==> src/rtl/add_seq_n.sv <==
// Multi-cycle adder: adds two WIDTH-bit operands CHUNK bits per clock, with carry-in,
// carry-out and signed overflow. Optional subtract mode is enabled by ADD_SEQ_SUB_EN.
module add_seq_n #(
    parameter int WIDTH = 16,  // must be >= 2
    parameter int CHUNK = 4    // must divide WIDTH exactly
) (
    input  logic             clk,
    input  logic             rst,
    input  logic             in_valid,
    output logic             in_ready,
    input  logic [WIDTH-1:0] a,
    input  logic [WIDTH-1:0] b,
    input  logic             cin,
`ifdef ADD_SEQ_SUB_EN
    input  logic             sub,
`endif
    output logic             out_valid,
    input  logic             out_ready,
    output logic [WIDTH-1:0] sum,
    output logic             cout,
    output logic             ovf,
    output logic [1:0]       dbg_state_o
);
    // Handshakes: a transfer occurs on a rising edge where valid and ready are both 1;
    // the producer holds in_valid/operands until in_ready, and the result is held until out_ready.

    localparam int NCHUNK = WIDTH / CHUNK;
    localparam int IDXW   = (NCHUNK > 1) ? $clog2(NCHUNK) : 1;
    localparam logic [IDXW-1:0] LAST_IDX = IDXW'(NCHUNK - 1);

    typedef enum logic [1:0] {
        IDLE = 2'd0,
        BUSY = 2'd1,
        DONE = 2'd2
    } state_t;

    state_t           state_q, state_d;
    logic [IDXW-1:0]  idx_q, idx_d;
    logic             carry_q, carry_d;
    logic [WIDTH-1:0] a_q, a_d;
    logic [WIDTH-1:0] b_q, b_d;
    logic [WIDTH-1:0] acc_q, acc_d;
    logic [WIDTH-1:0] sum_q, sum_d;
    logic             cout_q, cout_d;
    logic             ovf_q, ovf_d;

    logic             sub_eff;
    logic [CHUNK-1:0] chunk_a;
    logic [CHUNK-1:0] chunk_b;
    logic [CHUNK:0]   chunk_res;
    logic [WIDTH-1:0] acc_new;

`ifdef ADD_SEQ_SUB_EN
    assign sub_eff = sub;
`else
    assign sub_eff = 1'b0;
`endif

    // One CHUNK-bit ripple per cycle is the only arithmetic path.
    always_comb begin
        chunk_a   = a_q[idx_q*CHUNK +: CHUNK];
        chunk_b   = b_q[idx_q*CHUNK +: CHUNK];
        chunk_res = {1'b0, chunk_a} + {1'b0, chunk_b} + {{CHUNK{1'b0}}, carry_q};
        acc_new   = acc_q;
        acc_new[idx_q*CHUNK +: CHUNK] = chunk_res[CHUNK-1:0];
    end

    always_comb begin
        state_d = state_q;
        idx_d   = idx_q;
        carry_d = carry_q;
        a_d     = a_q;
        b_d     = b_q;
        acc_d   = acc_q;
        sum_d   = sum_q;
        cout_d  = cout_q;
        ovf_d   = ovf_q;
        case (state_q)
            IDLE: begin
                if (in_valid) begin
                    // Subtraction is a + ~b + 1, so B is stored inverted and the carry seeded to 1.
                    a_d     = a;
                    b_d     = sub_eff ? ~b : b;
                    carry_d = sub_eff ? 1'b1 : cin;
                    idx_d   = '0;
                    state_d = BUSY;
                end
            end
            BUSY: begin
                acc_d   = acc_new;
                carry_d = chunk_res[CHUNK];
                idx_d   = idx_q + 1'b1;
                if (idx_q == LAST_IDX) begin
                    sum_d   = acc_new;
                    cout_d  = chunk_res[CHUNK];
                    ovf_d   = (a_q[WIDTH-1] == b_q[WIDTH-1]) && (acc_new[WIDTH-1] != a_q[WIDTH-1]);
                    idx_d   = '0;
                    state_d = DONE;
                end
            end
            DONE: begin
                if (out_ready) begin
                    state_d = IDLE;
                end
            end
            default: state_d = IDLE;
        endcase
    end

    always_ff @(posedge clk) begin
        if (rst) begin
            state_q <= IDLE;
            idx_q   <= '0;
            carry_q <= 1'b0;
            a_q     <= '0;
            b_q     <= '0;
            acc_q   <= '0;
            sum_q   <= '0;
            cout_q  <= 1'b0;
            ovf_q   <= 1'b0;
        end else begin
            state_q <= state_d;
            idx_q   <= idx_d;
            carry_q <= carry_d;
            a_q     <= a_d;
            b_q     <= b_d;
            acc_q   <= acc_d;
            sum_q   <= sum_d;
            cout_q  <= cout_d;
            ovf_q   <= ovf_d;
        end
    end

    assign in_ready    = (state_q == IDLE);
    assign out_valid   = (state_q == DONE);
    assign sum         = sum_q;
    assign cout        = cout_q;
    assign ovf         = ovf_q;
    assign dbg_state_o = state_q;

endmodule

==> config.mk <==
export PLATFORM = sky130hd
export DESIGN_NAME = add_seq_n
export DESIGN_NICKNAME = d
export VERILOG_FILES = /design/src/rtl/add_seq_n.sv
export SDC_FILE = /design/constraint.sdc
export NUM_CORES = 1
export LEC_CHECK = 0
export ABC_AREA = 1
export BUFFER_PORTS_ARGS = -buffer_cell sky130_fd_sc_hd__buf_4
export CAP_MARGIN = 15
export CORE_MARGIN = 2
export CORE_UTILIZATION = 50
export CTS_CLUSTER_SIZE = 12
export DETAILED_ROUTE_END_ITERATION = 8
export PLACE_DENSITY = 0.76
export SLEW_MARGIN = 30
export SYNTH_ARGS = -nofsm -noshare
export SYNTH_HDL_FRONTEND = slang
export SYNTH_SLANG_ARGS = --single-unit
==> constraint.sdc <==
create_clock -name clk -period 2.7 [get_ports clk]
set_clock_uncertainty 0.15 [all_clocks]
set_input_delay 0.27 -clock clk [delete_from_list [all_inputs] [get_ports clk]]
set_output_delay 0.27 -clock clk [all_outputs]
set_load 0.02 [all_outputs]
==> metrics.log <==
INFO  metric crit_type = flop to flop
INFO  metric tritoncts_clock_tree = yes
INFO  metric regToRegStartpoint = idx_q[0]
INFO  metric worst-endpoint-arrival = 2620 ps
INFO  metric clk-insertion-delay-late = approximately 350 ps
INFO  metric die_w = 85 um
INFO  metric fp.dieH = 85 um
INFO  metric timing_hold_violations_final = 0
INFO  metric layout_commonest_cell = sky130_fd_sc_hd__nor2_1
INFO  metric worst_hold_startpoint = out_ready
INFO  metric cts.htree.levels = 3
INFO  metric total_die_area = just over 0.007 mm2
INFO  metric numClockSinks = 71
INFO  metric grt_setup_unrepaired = false
INFO  metric r2r-end = acc_q[13]
INFO  metric register_to_register_setup_slack = 220 ps
INFO  metric globalRoute.totalOverflow = 0
INFO  metric worst_setup_path_start_kind = flop
INFO  metric post_cts_buffers = 0
INFO  metric min_to = dbg_state_o[1]
INFO  metric placementRows = 29
INFO  metric area.growth.synth_to_final = 22.5%
INFO  metric wire_length_per_cell_after_detailed_routing = about 13 um
INFO  metric run_status = completed
INFO  metric r2r.worst_path.cells = 11
INFO  metric synth-warning-count = 0
INFO  metric drt-initial-drc-count = about 130
INFO  metric synth_nets = slightly below 500
INFO  metric grtUsageTotal = between 20% and 30%
INFO  metric cts_buffer_count = 9
INFO  metric cp.required = ~2900 ps
INFO  metric power.density_cell_area = 648 mW/mm2
INFO  metric syn-cell-area = ~0.0033 mm2
INFO  metric power = ~2.6 mW
INFO  metric drt-pass1-iter-count = 4
INFO  metric mostFrequentLayoutCells = sky130_fd_sc_hd__nor2_1, sky130_fd_sc_hd__o21ai_0, sky130_fd_sc_hd__dfxtp_1
INFO  metric grt_start_max_net_pins = 54
INFO  metric yosys_register_bits = 71
INFO  metric largest_vdd_supply_drop = about 0.00043 V
INFO  metric hold_buffers = 0
INFO  metric antenna_found_initial = 0
INFO  metric cts_max_path_buffers = 2
INFO  metric static-leakage-power = between 1.5 and 2 nW
INFO  metric slowest_stage_delay_on_critical_path = 430 ps
INFO  metric num_vias = between 3,000 and 4,000
INFO  metric grt_first_pass_wirelength = 12,600 um
INFO  metric final_report_max_slew_violation_count = 0
INFO  metric totalWireLength = roughly 7400 um
INFO  metric initial_cell_density_of_the_core = slightly above 50%
INFO  metric grt_pass1_vias = roughly 2,900
INFO  metric netlist_instances = around 450
INFO  metric critical_path.slowest_cell = sky130_fd_sc_hd__fa_1
INFO  metric crit_fanout = 13
INFO  metric setup_violations = 0
INFO  metric n_antenna_cell = 0
INFO  metric end_kind = flop
INFO  metric timing.final.crit_period = between 2000 and 2500 ps
INFO  metric dp_hpwl = between 5000 and 6000 um
INFO  metric timing.critical_path.cells = buf_12 -> o21ai_0 -> o22ai_1 -> fa_1 -> inv_1 -> fa_1 -> nor2_1 -> nand2_1 -> o22ai_2 -> o21ai_0 -> inv_1
INFO  metric hold_path_class = primary input to flop
INFO  metric cts_repair_resizes = 0
INFO  metric clock_tree.root_cell = sky130_fd_sc_hd__clkbuf_8
INFO  metric place.gp.congestion = between 0.8 and 0.9
INFO  metric synth_seq_area_share = between 40% and 50%
INFO  metric timing.setup.tns = 0 ps
INFO  metric min_delay_path_depth = 4
INFO  metric ios = a little under 60
INFO  metric placeableCoreArea = around 0.0063 mm2
INFO  metric max-cap-violations = 0
INFO  metric detail_route.vias_per_cell = about 5.2
INFO  metric nNetsFinal = between 500 and 600
INFO  metric route.antenna.remaining_nets = 0
INFO  metric drt_drc_violations_left = 0
INFO  metric share_of_post_route_cells_with_drive_strength_above_1 = 19.3%
INFO  metric clkTransAtPathRegs = 70 ps
INFO  metric pin_slew_with_the_least_headroom_to_its_limit = between 600 and 700 ps
INFO  metric achievable-frequency = around 400 MHz
INFO  metric synth_cell_types = 33
INFO  metric slew-limit-headroom = a little over half
INFO  metric buffers_added_on_ports = between 50 and 60
INFO  metric syn_avg_cell_area = about 7.4 um2
INFO  metric final_period_utilization = approximately nine tenths
## worst max-delay path by stage
stage	startpoint	endpoint	slack, ps	cells after the start
global route	idx_q[1]	acc_q[6]	10	12
CTS	idx_q[0]	acc_q[13]	80	11
finish	idx_q[0]	acc_q[13]	220	11
global placement	idx_q[0]	acc_q[13]	220	11
detailed placement	idx_q[0]	acc_q[13]	90	11
floorplan	idx_q[0]	acc_q[13]	130	13
## state kept, by name, indices dropped and copies added, names as in the netlist
name         count
b_q             16
idx_q            2
sum             16
a_q             16
dbg_state_o      2
acc_q           16
cout             1
carry_q          1
ovf              1
## power by group
| part | internal, mW | total (mW) | switching, mW |
|---|---|---|---|
| clock network | 0.616 | 1.01 | 0.395 |
| registers | 1.12 | 1.15 | 0.0357 |
| logic | 0.181 | 0.441 | 0.261 |
| total | 1.91 | 2.60 | 0.692 |
## cell type report
class | count | area [um2]
fill | 599 | 2330
timing repair buffer | 66 | 508
tap | 77 | 96.3
clock inverter | 5 | 106
inverter | 67 | 253
clock buffer | 11 | 131
sequential | 71 | 1420
multi-input combinational | 283 | 1500
## cell usage after synthesis, drive strengths merged
cell    number  share of area, %
nand2       28               3.5
a211oi       1              0.23
a32oi        2              0.53
o21ai       79                12
o21a         7               1.6
a21oi       21               3.2
buf         14               2.7
clkbuf      10               1.2
nor2        89                10
inv         66               7.6
o32ai        1              0.27
o21bai       9               2.1
ha           9               3.4
nand3b       2              0.46
xor2         1              0.27
or2          2              0.38
fa           2               1.2
a31oi        1              0.19
nand4        2              0.38
nand3        9               1.4
o211ai       2              0.46
clkinv       1              0.15
dfxtp       71                43
o22ai       16               3.1
## per-layer routing
metal	global-route usage, %	routed length [um]	up-vias
met3	4.18	349	13
met2	36.7	3620	70
met4	8.95	132	0
met1	26.3	3280	1409
met5	0	0	-
li1	-	-	1549
## worst max-delay path: cells and delay by family (launching register included)
| kind | cells | cell delay, ps |
|---|---|---|
| flip-flops | 1 | 350 |
| AO/OA/AOI/OAI | 4 | 510 |
| adder cells (fa/ha/maj) | 2 | 850 |
| buffers and inverters | 3 | 310 |
| AND/OR/NAND/NOR | 2 | 250 |
## stage by stage
| stage | area [um2] | setup WS (ps) | util, % | cells | hold slack [ps] |
|---|---|---|---|---|---|
| after floorplan | 3280 | 130 | - | 445 | 284 |
| after global placement | 3760 | 218 | 59.2 | 564 | 313 |
| after detailed placement | 3760 | 93.3 | 59.2 | 564 | 322 |
| after CTS | 4000 | 84.6 | 62.9 | 580 | 6.93 |
| after global routing | 4020 | 10.2 | 63.3 | 580 | 12.7 |
| final | 4020 | 223 | 63.3 | 580 | 15.2 |
## logic make-up after synthesis
| family | share of synthesized area (%) |
|---|---|
| AOI/OAI and AO/OA | 23.6 |
| xor gates and xnor gates | 0.267 |
| adders and majority gates | 4.65 |
| buffers and inverters | 11.6 |
| DFF | 43.3 |
| and+or+nand+nor | 16.5 |
No activity file was read; power rests on OpenSTA's default activity.
